$ cat config.mk
export PLATFORM = sky130hd
export DESIGN_NAME = imem_arbiter_flat
export DESIGN_NICKNAME = d
export VERILOG_FILES = /design/src/rtl/imem_arbiter_if.sv /design/src/rtl/imem_arbiter.sv /design/src/flat_wrapper.sv
export SDC_FILE = /design/constraint.sdc
export NUM_CORES = 1
export LEC_CHECK = 0
export CORE_MARGIN = 2
export CORE_UTILIZATION = 41
export CTS_CLUSTER_SIZE = 14
export DETAILED_ROUTE_END_ITERATION = 8
export PLACE_DENSITY = 0.82
export SLEW_MARGIN = 20
export SYNTH_ARGS = -nofsm -noshare
export SYNTH_HDL_FRONTEND = slang
export SYNTH_SLANG_ARGS = --single-unit
export TNS_END_PERCENT = 10
$ cat constraint.sdc
create_clock -name clk -period 2.5 [get_ports clk]
set_input_delay 0.25 -clock clk [delete_from_list [all_inputs] [get_ports clk]]
set_output_delay 0.25 -clock clk [all_outputs]
set_load 0.01 [all_outputs]
$ cat src/rtl/imem_arbiter_if.sv
// Instruction-memory arbiter bus: a CPU fetch port, a debug/loader read
// port and the address/data pair towards the instruction ROM.
interface imem_arbiter_if;
  // fetch port
  logic        f_req;
  logic [31:0] f_addr;
  logic        f_gnt;
  logic        f_valid;
  logic [31:0] f_inst;
  logic        f_err;
  // debug/loader port
  logic        d_req;
  logic [31:0] d_addr;
  logic        d_gnt;
  logic        d_valid;
  logic [31:0] d_inst;
  logic        d_err;
  // instruction ROM side
  logic [31:0] mem_a;
  logic [31:0] mem_inst;

  // Requesters and the ROM model drive this side of the bus
  modport master (
    output f_req, f_addr, d_req, d_addr, mem_inst,
    input  f_gnt, f_valid, f_inst, f_err,
    input  d_gnt, d_valid, d_inst, d_err, mem_a
  );

  // The arbiter itself
  modport slave (
    input  f_req, f_addr, d_req, d_addr, mem_inst,
    output f_gnt, f_valid, f_inst, f_err,
    output d_gnt, d_valid, d_inst, d_err, mem_a
  );
endinterface

$ cat src/rtl/imem_arbiter.sv
// Two-port arbiter in front of a combinational instruction ROM.
// Fetch normally wins; debug is forced through after STARVE_MAX lost
// contended cycles. Responses (valid/inst/err) are registered one cycle
// after the grant and hold their value between responses.
module imem_arbiter #(
  parameter int STARVE_MAX = 4,
  parameter int DEPTH_BITS = 6
) (
  input logic          clk,
  input logic          clrn,
  imem_arbiter_if.slave bus
);

  // One-hot-style encoding so the valid outputs are straight flop bits
  typedef enum logic [1:0] {
    IDLE  = 2'b00,
    FRESP = 2'b01,
    DRESP = 2'b10
  } state_t;

  localparam logic [2:0]  STARVE_LIM = 3'(STARVE_MAX);
  localparam logic [31:0] HIGH_MASK  = ~((32'h1 << (DEPTH_BITS + 2)) - 32'h1);

  state_t      state;
  logic [2:0]  starve_cnt;
  logic        f_gnt_c;
  logic        d_gnt_c;
  logic        debug_pri;
  logic        sel_bad;
  logic [31:0] sel_addr;

  // Grant decision: lone requester wins at once, contention goes to fetch
  // unless debug has been starved long enough; nothing is granted in reset
  always_comb begin
    debug_pri = (starve_cnt == STARVE_LIM);
    f_gnt_c   = 1'b0;
    d_gnt_c   = 1'b0;
    if (clrn) begin
      if (bus.f_req && bus.d_req) begin
        if (debug_pri) d_gnt_c = 1'b1;
        else           f_gnt_c = 1'b1;
      end else begin
        f_gnt_c = bus.f_req;
        d_gnt_c = bus.d_req;
      end
    end
  end

  // Route the winner's address to the ROM and flag misaligned/out-of-range
  always_comb begin
    sel_addr = 32'h0;
    if (f_gnt_c)      sel_addr = bus.f_addr;
    else if (d_gnt_c) sel_addr = bus.d_addr;
    sel_bad = (sel_addr[1:0] != 2'b00) || ((sel_addr & HIGH_MASK) != 32'h0);
  end

  assign bus.f_gnt   = f_gnt_c;
  assign bus.d_gnt   = d_gnt_c;
  assign bus.mem_a   = sel_addr;
  assign bus.f_valid = state[0];
  assign bus.d_valid = state[1];

  // Response FSM: state follows the grant, response data captured on the
  // grant edge, starvation counter tracks debug losses under contention
  always_ff @(posedge clk or negedge clrn) begin
    if (!clrn) begin
      state      <= IDLE;
      starve_cnt <= 3'd0;
      bus.f_inst <= 32'h0;
      bus.f_err  <= 1'b0;
      bus.d_inst <= 32'h0;
      bus.d_err  <= 1'b0;
    end else begin
      if (f_gnt_c)      state <= FRESP;
      else if (d_gnt_c) state <= DRESP;
      else              state <= IDLE;

      if (f_gnt_c) begin
        bus.f_inst <= sel_bad ? 32'h0 : bus.mem_inst;
        bus.f_err  <= sel_bad;
      end
      if (d_gnt_c) begin
        bus.d_inst <= sel_bad ? 32'h0 : bus.mem_inst;
        bus.d_err  <= sel_bad;
      end

      if (!bus.d_req || d_gnt_c) begin
        starve_cnt <= 3'd0;
      end else if (f_gnt_c && (starve_cnt != STARVE_LIM)) begin
        starve_cnt <= starve_cnt + 3'd1;
      end
    end
  end

endmodule

$ cat src/flat_wrapper.sv
// flat-port wrapper written by rule: the top's interface ports become plain ports
module imem_arbiter_flat 
#(
  parameter int STARVE_MAX = 4,
  parameter int DEPTH_BITS = 6
)
  (clk, clrn, bus_f_req, bus_f_addr, bus_d_req, bus_d_addr, bus_mem_inst, bus_f_gnt, bus_f_valid, bus_f_inst, bus_f_err, bus_d_gnt, bus_d_valid, bus_d_inst, bus_d_err, bus_mem_a);
  imem_arbiter_if bus_i ();
  input logic clk;
  input logic clrn;
  input wire logic [$bits(bus_i.f_req)-1:0] bus_f_req;
  input wire logic [$bits(bus_i.f_addr)-1:0] bus_f_addr;
  input wire logic [$bits(bus_i.d_req)-1:0] bus_d_req;
  input wire logic [$bits(bus_i.d_addr)-1:0] bus_d_addr;
  input wire logic [$bits(bus_i.mem_inst)-1:0] bus_mem_inst;
  output wire logic [$bits(bus_i.f_gnt)-1:0] bus_f_gnt;
  output wire logic [$bits(bus_i.f_valid)-1:0] bus_f_valid;
  output wire logic [$bits(bus_i.f_inst)-1:0] bus_f_inst;
  output wire logic [$bits(bus_i.f_err)-1:0] bus_f_err;
  output wire logic [$bits(bus_i.d_gnt)-1:0] bus_d_gnt;
  output wire logic [$bits(bus_i.d_valid)-1:0] bus_d_valid;
  output wire logic [$bits(bus_i.d_inst)-1:0] bus_d_inst;
  output wire logic [$bits(bus_i.d_err)-1:0] bus_d_err;
  output wire logic [$bits(bus_i.mem_a)-1:0] bus_mem_a;
  assign bus_i.f_req = bus_f_req;
  assign bus_i.f_addr = bus_f_addr;
  assign bus_i.d_req = bus_d_req;
  assign bus_i.d_addr = bus_d_addr;
  assign bus_i.mem_inst = bus_mem_inst;
  assign bus_f_gnt = bus_i.f_gnt;
  assign bus_f_valid = bus_i.f_valid;
  assign bus_f_inst = bus_i.f_inst;
  assign bus_f_err = bus_i.f_err;
  assign bus_d_gnt = bus_i.d_gnt;
  assign bus_d_valid = bus_i.d_valid;
  assign bus_d_inst = bus_i.d_inst;
  assign bus_d_err = bus_i.d_err;
  assign bus_mem_a = bus_i.mem_a;
  imem_arbiter #(.STARVE_MAX(STARVE_MAX), .DEPTH_BITS(DEPTH_BITS)) u_core (.clk(clk), .clrn(clrn), .bus(bus_i));
endmodule
**Word level (Yosys, flattened, before mapping)**

Index checks and enable logic that the tools add are counted.

- Register bits: 71
- Input bits: 100
- Output and inout port bits: 102
- Word-level logic and storage cells: 30

- $add $sub $neg: 1
- Equality and inequality tests: 2
- Muxes and demuxes: 13
- Reduce and logical (&&, ||, !) cells: 8

Operator list:

| operator | count |
|---|---|
| 32-bit 2-to-1 mux | 3 |
| 32-bit nonzero test | 1 |
| 1-bit 2-to-1 mux | 6 |
| 3-bit 2-to-1 mux | 2 |
| 2-bit 2-to-1 mux | 2 |
| 2-bit nonzero test | 2 |
| 3-bit by 1-bit adder with 3-bit output (second input constant) | 1 |
| 3-bit == test (second input constant) | 1 |
| 3-bit != test (second input constant) | 1 |
| 1-bit logical AND | 2 |
| 1-bit logical OR | 2 |
| 1-bit zero test | 1 |

**Depth between registers and ports, before layout**

Gate-level depths: netlist (run 1).

- Depth in word-level cells: 9
- Mapped depth: 9
- Depth with buffers taken out: 6

**Worst setup path before layout (run 1)**

No wires, ideal clock.

- Kind: register to output
- From: register u_core.starve_cnt[0]
- To: output port bus_mem_a[22]
- Arrival time: 1.644 ns
- Required time: 2.250 ns
- Slack: 0.606 ns
- Stages on the path, launching flop included: 10
- Buffers on the path: 3
- Cells stage by stage: dfrtp_1 inv_1 ha_1 and3_1 buf_6 nand2b_4 buf_6 inv_2 buf_2 a22o_1

- Elaborated cells on any way between the ends: 9
- Classes of those cells: 1 x eq/ne; 8 x mux

RTL lines:

| what | line | text |
|---|---|---|
| start: declaration | imem_arbiter.sv:25 | `logic [2:0] starve_cnt;` |
| start signal: assignment | imem_arbiter.sv:90 | `starve_cnt <= starve_cnt + 3'd1;` |
| 3-bit == test | imem_arbiter.sv:35 | `debug_pri = (starve_cnt == STARVE_LIM);` |
| 1-bit 2-to-1 mux | imem_arbiter.sv:40 | `if (debug_pri) d_gnt_c = 1'b1;` |
| 1-bit 2-to-1 mux | imem_arbiter.sv:39 | `if (bus.f_req && bus.d_req) begin` |
| 1-bit 2-to-1 mux | imem_arbiter.sv:38 | `if (clrn) begin` |
| net bus_f_gnt | flat_wrapper.sv:16 | `output wire logic [$bits(bus_i.f_gnt)-1:0] bus_f_gnt;` |
| 32-bit 2-to-1 mux | imem_arbiter.sv:52 | `if (f_gnt_c) sel_addr = bus.f_addr;` |
| end: declaration | flat_wrapper.sv:24 | `output wire logic [$bits(bus_i.mem_a)-1:0] bus_mem_a;` |

The timed path passes the listed nets, and every way through them passes these cells.

**Worst setup path in the final report (run 1)**

- From: register u_core.starve_cnt[0]
- To: output port bus_f_gnt

- Cells in the longest elaborated chain, start to end: 4

Ends and longest elaborated chain:

| what | line |
|---|---|
| 3-bit == test | imem_arbiter.sv:35 |
| 1-bit 2-to-1 mux | imem_arbiter.sv:40 |
| 1-bit 2-to-1 mux | imem_arbiter.sv:39 |
| 1-bit 2-to-1 mux | imem_arbiter.sv:38 |
| end: declaration | flat_wrapper.sv:16 |

Every way passes these cells.

==> results of run 1 <==
==> sequential cells by signal, indices dropped and copies added, names as in the netlist <==
signal,cells
u_core.bus.d_err,1
u_core.bus.d_inst,32
u_core.bus.f_err,1
u_core.bus.f_inst,32
u_core.starve_cnt,3
u_core.state,2
==> cell families after synthesis <==
group                    Yosys count
AO/OA/AOI/OAI                    169
buffers and inverters             77
flip-flops                        71
AND/OR/NAND/NOR                   30
adder cells (fa/ha/maj)            2
==> report_power, final <==
group	leakage [nW]	total [mW]	internal, mW	switching (mW)
sequential	0.980	1.15	1.15	0.00145
combinational	1.87	0.432	0.221	0.211
clock	0.0985	0.932	0.509	0.423
total	2.94	2.52	1.88	0.635
==> through the flow <==
stage / hold WS [ps] / cell area, sq um / utilization / setup WS [ps]
detailed placement: 52.28 / 6157 / 0.6358 / 88.68
floorplan: -45.59 / 4061 / - / 605.7
finish: 253.4 / 6335 / 0.6541 / 117.7
CTS: 238.0 / 6332 / 0.6539 / 54.58
global placement: 50.91 / 6157 / 0.6358 / 135.8
global route: 246.9 / 6335 / 0.6541 / 38.30
==> cell usage in the layout, fill, tap and decap left out, types with 3 or more instances in the layout <==
cell             synthesis  final
clkdlybuf4s50_1          0    167
dfrtp_1                 71     71
o21ai_0                 65     65
o41ai_2                 60     60
inv_1                   36     36
a22o_1                  32     32
dlygate4sd2_1            0     32
buf_4                    0     14
nor4_1                  11     11
clkbuf_8                 0     11
o41ai_1                  4      4
nand2_1                  3      3
a21boi_0                 3      3
buf_12                   0      3
==> worst max path at each step <==
| stage | to |
|---|---|
| 2_1_floorplan | bus_mem_a[22] |
| 3_3_place_gp | bus_mem_a[18] |
| 3_5_place_dp | bus_mem_a[20] |
| 4_1_cts | bus_d_gnt |
| 5_1_grt | bus_f_gnt |
| 6_report | bus_f_gnt |
==> worst max-delay path: cells and delay by family, from the launching register on <==
kind	cells	cell delay, ps
buffers and inverters	4	900
DFF	1	370
and+or+nand+nor	2	320
adders and majority gates	1	200
==> layer usage <==
metal / routed length, um / track usage / vias up
met5: 0 / 0 / -
met4: 121 / 0.06081 / 0
met3: 1001 / 0.07615 / 12
met2: 7189 / 0.4470 / 150
met1: 6146 / 0.3459 / 1983
li1: - / - / 1736
==> timing repair <==
| action | in CTS | in global routing |
|---|---|---|
| pin swaps | 0 | 0 |
| hold buffers | 1 | 0 |
| resized for setup | 35 | 1 |
| setup endpoints to repair | 32 | 1 |
| endpoints found under the hold margin | 1 | 0 |
==> cell type report <==
type	count	area share
clock buffer	12	0.02449
clock inverter	3	0.006715
inverter	38	0.02331
multi-input combinational	201	0.3010
sequential	71	0.2805
tap	133	0.02627
timing repair buffer	218	0.3377
==> flow_metrics.env, run 1 <==
export IMPL_grt_pass1_wl_um=22930
export IMPL_tns_ps=0
export IMPL_peakVddDrop_mv=0.2172
export IMPL_cts_buffer_depth=2
export IMPL_synth_top_family_by_area="compound AO/OA/AOI/OAI gates"
export IMPL_r2r_start="u_core.starve_cnt[0]$_DFFE_PN0P_"
export IMPL_synth_compound_area_frac=0.4144
export IMPL_fill_cells=760
export IMPL_cts_setup_buffers=0
export IMPL_power_mw=2.516
export IMPL_period_share=0.9529
export IMPL_rrSetupSlack_ps=590
export IMPL_crit_path_start="u_core.starve_cnt[0]$_DFFE_PN0P_"
export IMPL_coreArea_sq_um=9684
export IMPL_cts_sinks=71
export IMPL_cp_max_fo=30
export IMPL_seqCellArea_sq_um=1777
export IMPL_finalWirelength_um=14460
export IMPL_syn_cell_area_sq_um=4061
export IMPL_avgSynthCellArea_sq_um=11.64
export IMPL_area_growth_synth_to_final_pct=55.98
export IMPL_routedWlPerCell_um=21.39
export IMPL_synth_ff_type="dfrtp_1"
export IMPL_crit_path_cell_trace="inv_1 > ha_2 > and3_1 > nand2b_4 > inv_4 > buf_12 > clkdlybuf4s50_1"
export IMPL_arrival_ps=2130
export IMPL_synth_most_common_cell="dfrtp_1"
export IMPL_place_congestion=1.002
export IMPL_ys_ff_latch=71
export IMPL_outcome="completed"
export IMPL_hold_class="in -> async"
export IMPL_fin_cells=676
export IMPL_synthTopCellsByArea="dfrtp_1, o41ai_2, o21ai_0, a22o_1, inv_1"
export IMPL_vias=3881
export IMPL_r2r_end="u_core.bus.d_inst[7]$_DFFE_PN0N_"
export IMPL_dieHeight_um=103.5
export IMPL_cap_violations=0
export IMPL_rsz0062_at_grt="false"
export IMPL_maxSlewViolCount=0
export IMPL_synth_top_area_frac=0.4375
export IMPL_p_per_area_nw_per_um2=397.2
export IMPL_synth_edff_count=0
export IMPL_start_kind="flip-flop"
export IMPL_synth_cell_types=30
export IMPL_yosys_top_cells_count="dfrtp_1, o21ai_0, o41ai_2"
export IMPL_cp_required_ps=2250
export IMPL_slowest_stage="clkdlybuf4s50_1"
export IMPL_min_period_ps=2382
export IMPL_tightest_slew_ps=593.6
export IMPL_grt_overflow=0
export IMPL_grtUsageTotal=0.2673
export IMPL_hpwl_um=10050
export IMPL_cts_tree="built"
export IMPL_skew_ps=13.82
export IMPL_cts_clk_slew_worst_paths_ps=70
export IMPL_seq_area_frac_synth=0.4375
export IMPL_ctsRootBufferMaster="clkbuf_8"
export IMPL_drtAntennaViolNets=0
export IMPL_async_reset_ff_frac=1.000
export IMPL_die_w_um=103.5
export IMPL_p_leak_nw=2.944
export IMPL_synthXorXnorAreaFrac=0
export IMPL_drc=0
export IMPL_path_class="reg -> out"
export IMPL_final_nets=641
export IMPL_syn_nets=451
export IMPL_diodes=0
export IMPL_vias_per_cell=5.741
export IMPL_multi_input_area_sq_um=1907
export IMPL_grt_pass1_vias=4107
export IMPL_drt_iter0_drc=218
export IMPL_clock_latency_ps=340
export IMPL_grt_max_degree=40
export IMPL_synth_area_leader_cell="dfrtp_1"
export IMPL_dr_pass1_iters=6
export IMPL_numCtsBuffers=9
export IMPL_h_tree_depth=3
export IMPL_synthAdderAreaFrac=0.006161
export IMPL_dp_cells=660
export IMPL_port_buffer_count=201
export IMPL_max_stage_delay_ps=560
export IMPL_end_kind="output port"
export IMPL_drive_gt1_frac=0.1860
export IMPL_initial_core_util=0.4194
export IMPL_setup_viol=0
export IMPL_io_pins=202
export IMPL_antenna_found_initial=0
export IMPL_yosysWarnings=0
export IMPL_synthMuxAreaShare=0
export IMPL_synthCells=349
export IMPL_max_clock_freq_ghz=0.4198
export IMPL_rows=36
export IMPL_r2r_cells=6
export IMPL_die_area_sq_um=10720
export IMPL_slew_headroom=0.6043
export IMPL_yosys_area_share_simple=0.04590
export IMPL_finalHoldViolCount=0
Power figures use the tool's default switching activity.
==> run 2: changes to the inputs <==
--- a/config.mk
+++ b/config.mk
@@ -5,6 +5,7 @@
 export SDC_FILE = /design/constraint.sdc
 export NUM_CORES = 1
 export LEC_CHECK = 0
+export CAP_MARGIN = 20
 export CORE_MARGIN = 2
 export CORE_UTILIZATION = 41
 export CTS_CLUSTER_SIZE = 14
==> results of run 2 <==
No change in the layout: final DEF, timing and power equal those of run 1.
==> run 3: changes to the inputs <==
--- a/config.mk
+++ b/config.mk
@@ -5,12 +5,13 @@
 export SDC_FILE = /design/constraint.sdc
 export NUM_CORES = 1
 export LEC_CHECK = 0
-export CAP_MARGIN = 20
+export CAP_MARGIN = 15
 export CORE_MARGIN = 2
-export CORE_UTILIZATION = 41
+export CORE_UTILIZATION = 45
 export CTS_CLUSTER_SIZE = 14
 export DETAILED_ROUTE_END_ITERATION = 8
-export PLACE_DENSITY = 0.82
+export DONT_BUFFER_PORTS = 1
+export MAX_ROUTING_LAYER = met4
 export SLEW_MARGIN = 20
 export SYNTH_ARGS = -nofsm -noshare
 export SYNTH_HDL_FRONTEND = slang
==> flow_metrics.env, run 3 (synthesis results as in run 1) <==
export IMPL_crit_family="buffers and inverters"
export IMPL_r2r_start="u_core.starve_cnt[0]$_DFFE_PN0P_"
export IMPL_slowest_stage="dfrtp_1"
export IMPL_ctsRootBufferMaster="clkbuf_8"
export IMPL_r2r_end="u_core.bus.d_inst[8]$_DFFE_PN0N_"
export IMPL_cp_max_fo=33
export IMPL_crit_path_start="u_core.starve_cnt[0]$_DFFE_PN0P_"
export IMPL_rows=34
export IMPL_io_pins=202
export IMPL_area_growth_synth_to_final_pct=4.775
export IMPL_initial_core_util=0.4657
export IMPL_hold_class="in -> reg"
export IMPL_tns_ps=0
export IMPL_fill_cells=801
export IMPL_grtUsageTotal=0.2531
export IMPL_tightest_slew_ps=604.2
export IMPL_final_common_cell="dfrtp_1"
export IMPL_peakVddDrop_mv=0.2855
export IMPL_maxSlewViolCount=0
export IMPL_diodes=0
export IMPL_die_w_um=99
export IMPL_setup_viol=0
export IMPL_min_period_ps=2358
export IMPL_drc=0
export IMPL_crit_buf_inv=2
export IMPL_crit_path_cell_trace="inv_1 > ha_1 > a21boi_2 > or2_2 > inv_2 > a22o_1"
export IMPL_arrival_ps=2110
export IMPL_final_area_sq_um=4255
export IMPL_rrSetupSlack_ps=590
export IMPL_rsz0062_at_grt="false"
export IMPL_drtAntennaViolNets=0
export IMPL_cts_tree="built"
export IMPL_drive_gt1_frac=0.2802
export IMPL_port_buffer_count=0
export IMPL_vias=3046
export IMPL_h_tree_depth=3
export IMPL_dieHeight_um=99
export IMPL_cp_depth=6
export IMPL_grt_pass1_wl_um=18590
export IMPL_seqCellArea_sq_um=1777
export IMPL_period_share=0.9432
export IMPL_finalHoldViolCount=0
export IMPL_dr_pass1_iters=4
export IMPL_cp_required_ps=2250
export IMPL_endpoint="bus_mem_a[9]"
export IMPL_start_kind="flip-flop"
export IMPL_placed_area_sq_um=4041
export IMPL_skew_ps=8.687
export IMPL_max_stage_delay_ps=400
export IMPL_cts_setup_buffers=0
export IMPL_numCtsBuffers=9
export IMPL_routedWlPerCell_um=27.41
export IMPL_cts_resized_gates=0
export IMPL_cts_clk_slew_worst_paths_ps=70
export IMPL_finalWirelength_um=12250
export IMPL_grt_max_degree=72
export IMPL_p_leak_nw=2.040
export IMPL_vias_per_cell=6.814
export IMPL_coreArea_sq_um=8721
export IMPL_drt_iter0_drc=188
export IMPL_slew_headroom=0.5972
export IMPL_p_per_area_nw_per_um2=511.4
export IMPL_end_kind="output port"
export IMPL_die_area_sq_um=9801
export IMPL_reg_top3="u_core.bus.d_inst (32), u_core.bus.f_inst (32), u_core.starve_cnt (3)"
export IMPL_antenna_found_initial=0
export IMPL_hpwl_um=8247
export IMPL_final_nets=436
export IMPL_cts_sinks=71
export IMPL_max_clock_freq_ghz=0.4241
export IMPL_clock_latency_ps=340
export IMPL_grt_overflow=0
export IMPL_r2r_cells=6
export IMPL_grt_pass1_vias=2983
export IMPL_cap_violations=0
export IMPL_multi_input_area_sq_um=1904
export IMPL_place_congestion=0.9292
export IMPL_cts_buffer_depth=2
export IMPL_path_class="reg -> out"
export IMPL_outcome="completed"
export IMPL_final_cell_mix="dfrtp_1, o21ai_0, o41ai_2, inv_1, a22o_1"
[run 3: how the worst min path moves through the flow]
stage	slack (ps)	to	depth (start not counted)	from
2_1_floorplan	-50	u_core.bus.d_err$_DFFE_PN0N_	0	clrn
3_3_place_gp	-40	u_core.state[0]$_DFF_PN0_	0	clrn
3_5_place_dp	-40	u_core.state[0]$_DFF_PN0_	0	clrn
4_1_cts	50	u_core.starve_cnt[1]$_DFFE_PN0P_	1	bus_d_req
5_1_grt	40	u_core.starve_cnt[1]$_DFFE_PN0P_	1	bus_d_req
6_report	60	u_core.starve_cnt[1]$_DFFE_PN0P_	1	bus_d_req
[run 3: per-layer routing]
| layer | track usage | vias to the layer above | part of all wire |
|---|---|---|---|
| met4 | 0.03161 | 0 | 0.0045 |
| met2 | 0.3436 | 149 | 0.44 |
| li1 | - | 1321 | - |
| met1 | 0.3632 | 1572 | 0.45 |
| met5 | - | - | 0 |
| met3 | 0.1071 | 4 | 0.10 |
[run 3: cell type report]
cell class | count | area share
Clock buffer | 13 | 0.03734
Timing Repair Buffer | 13 | 0.02823
Inverter | 38 | 0.03352
Tap cell | 108 | 0.03176
Clock inverter | 3 | 0.004116
Sequential cell | 71 | 0.4175
Multi-Input combinational cell | 201 | 0.4475
[run 3: what timing repair did]
action,4_1_cts,5_1_grt
endpoints found under the hold margin,71,0
endpoints found under the setup margin,0,0
hold buffers,2,0
[run 3: stage by stage]
stage	power, mW	worst slack [ps]	hold WS [ps]	instances	util
2_1_floorplan	1.321	605.7	-45.59	349	-
3_3_place_gp	1.343	593.2	-44.15	429	0.4634
3_5_place_dp	1.345	530.2	-44.10	429	0.4634
4_1_cts	2.197	159.6	50.54	447	0.4879
5_1_grt	2.268	37.51	42.28	447	0.4879
6_report	2.176	142.1	57.54	447	0.4879
[run 3: report_power, final]
part | switching [mW] | internal (mW) | leakage, nW
clock network | 0.413 | 0.412 | 0.0894
logic | 0.149 | 0.0492 | 0.971
registers | 0.00252 | 1.15 | 0.980
total | 0.564 | 1.61 | 2.04
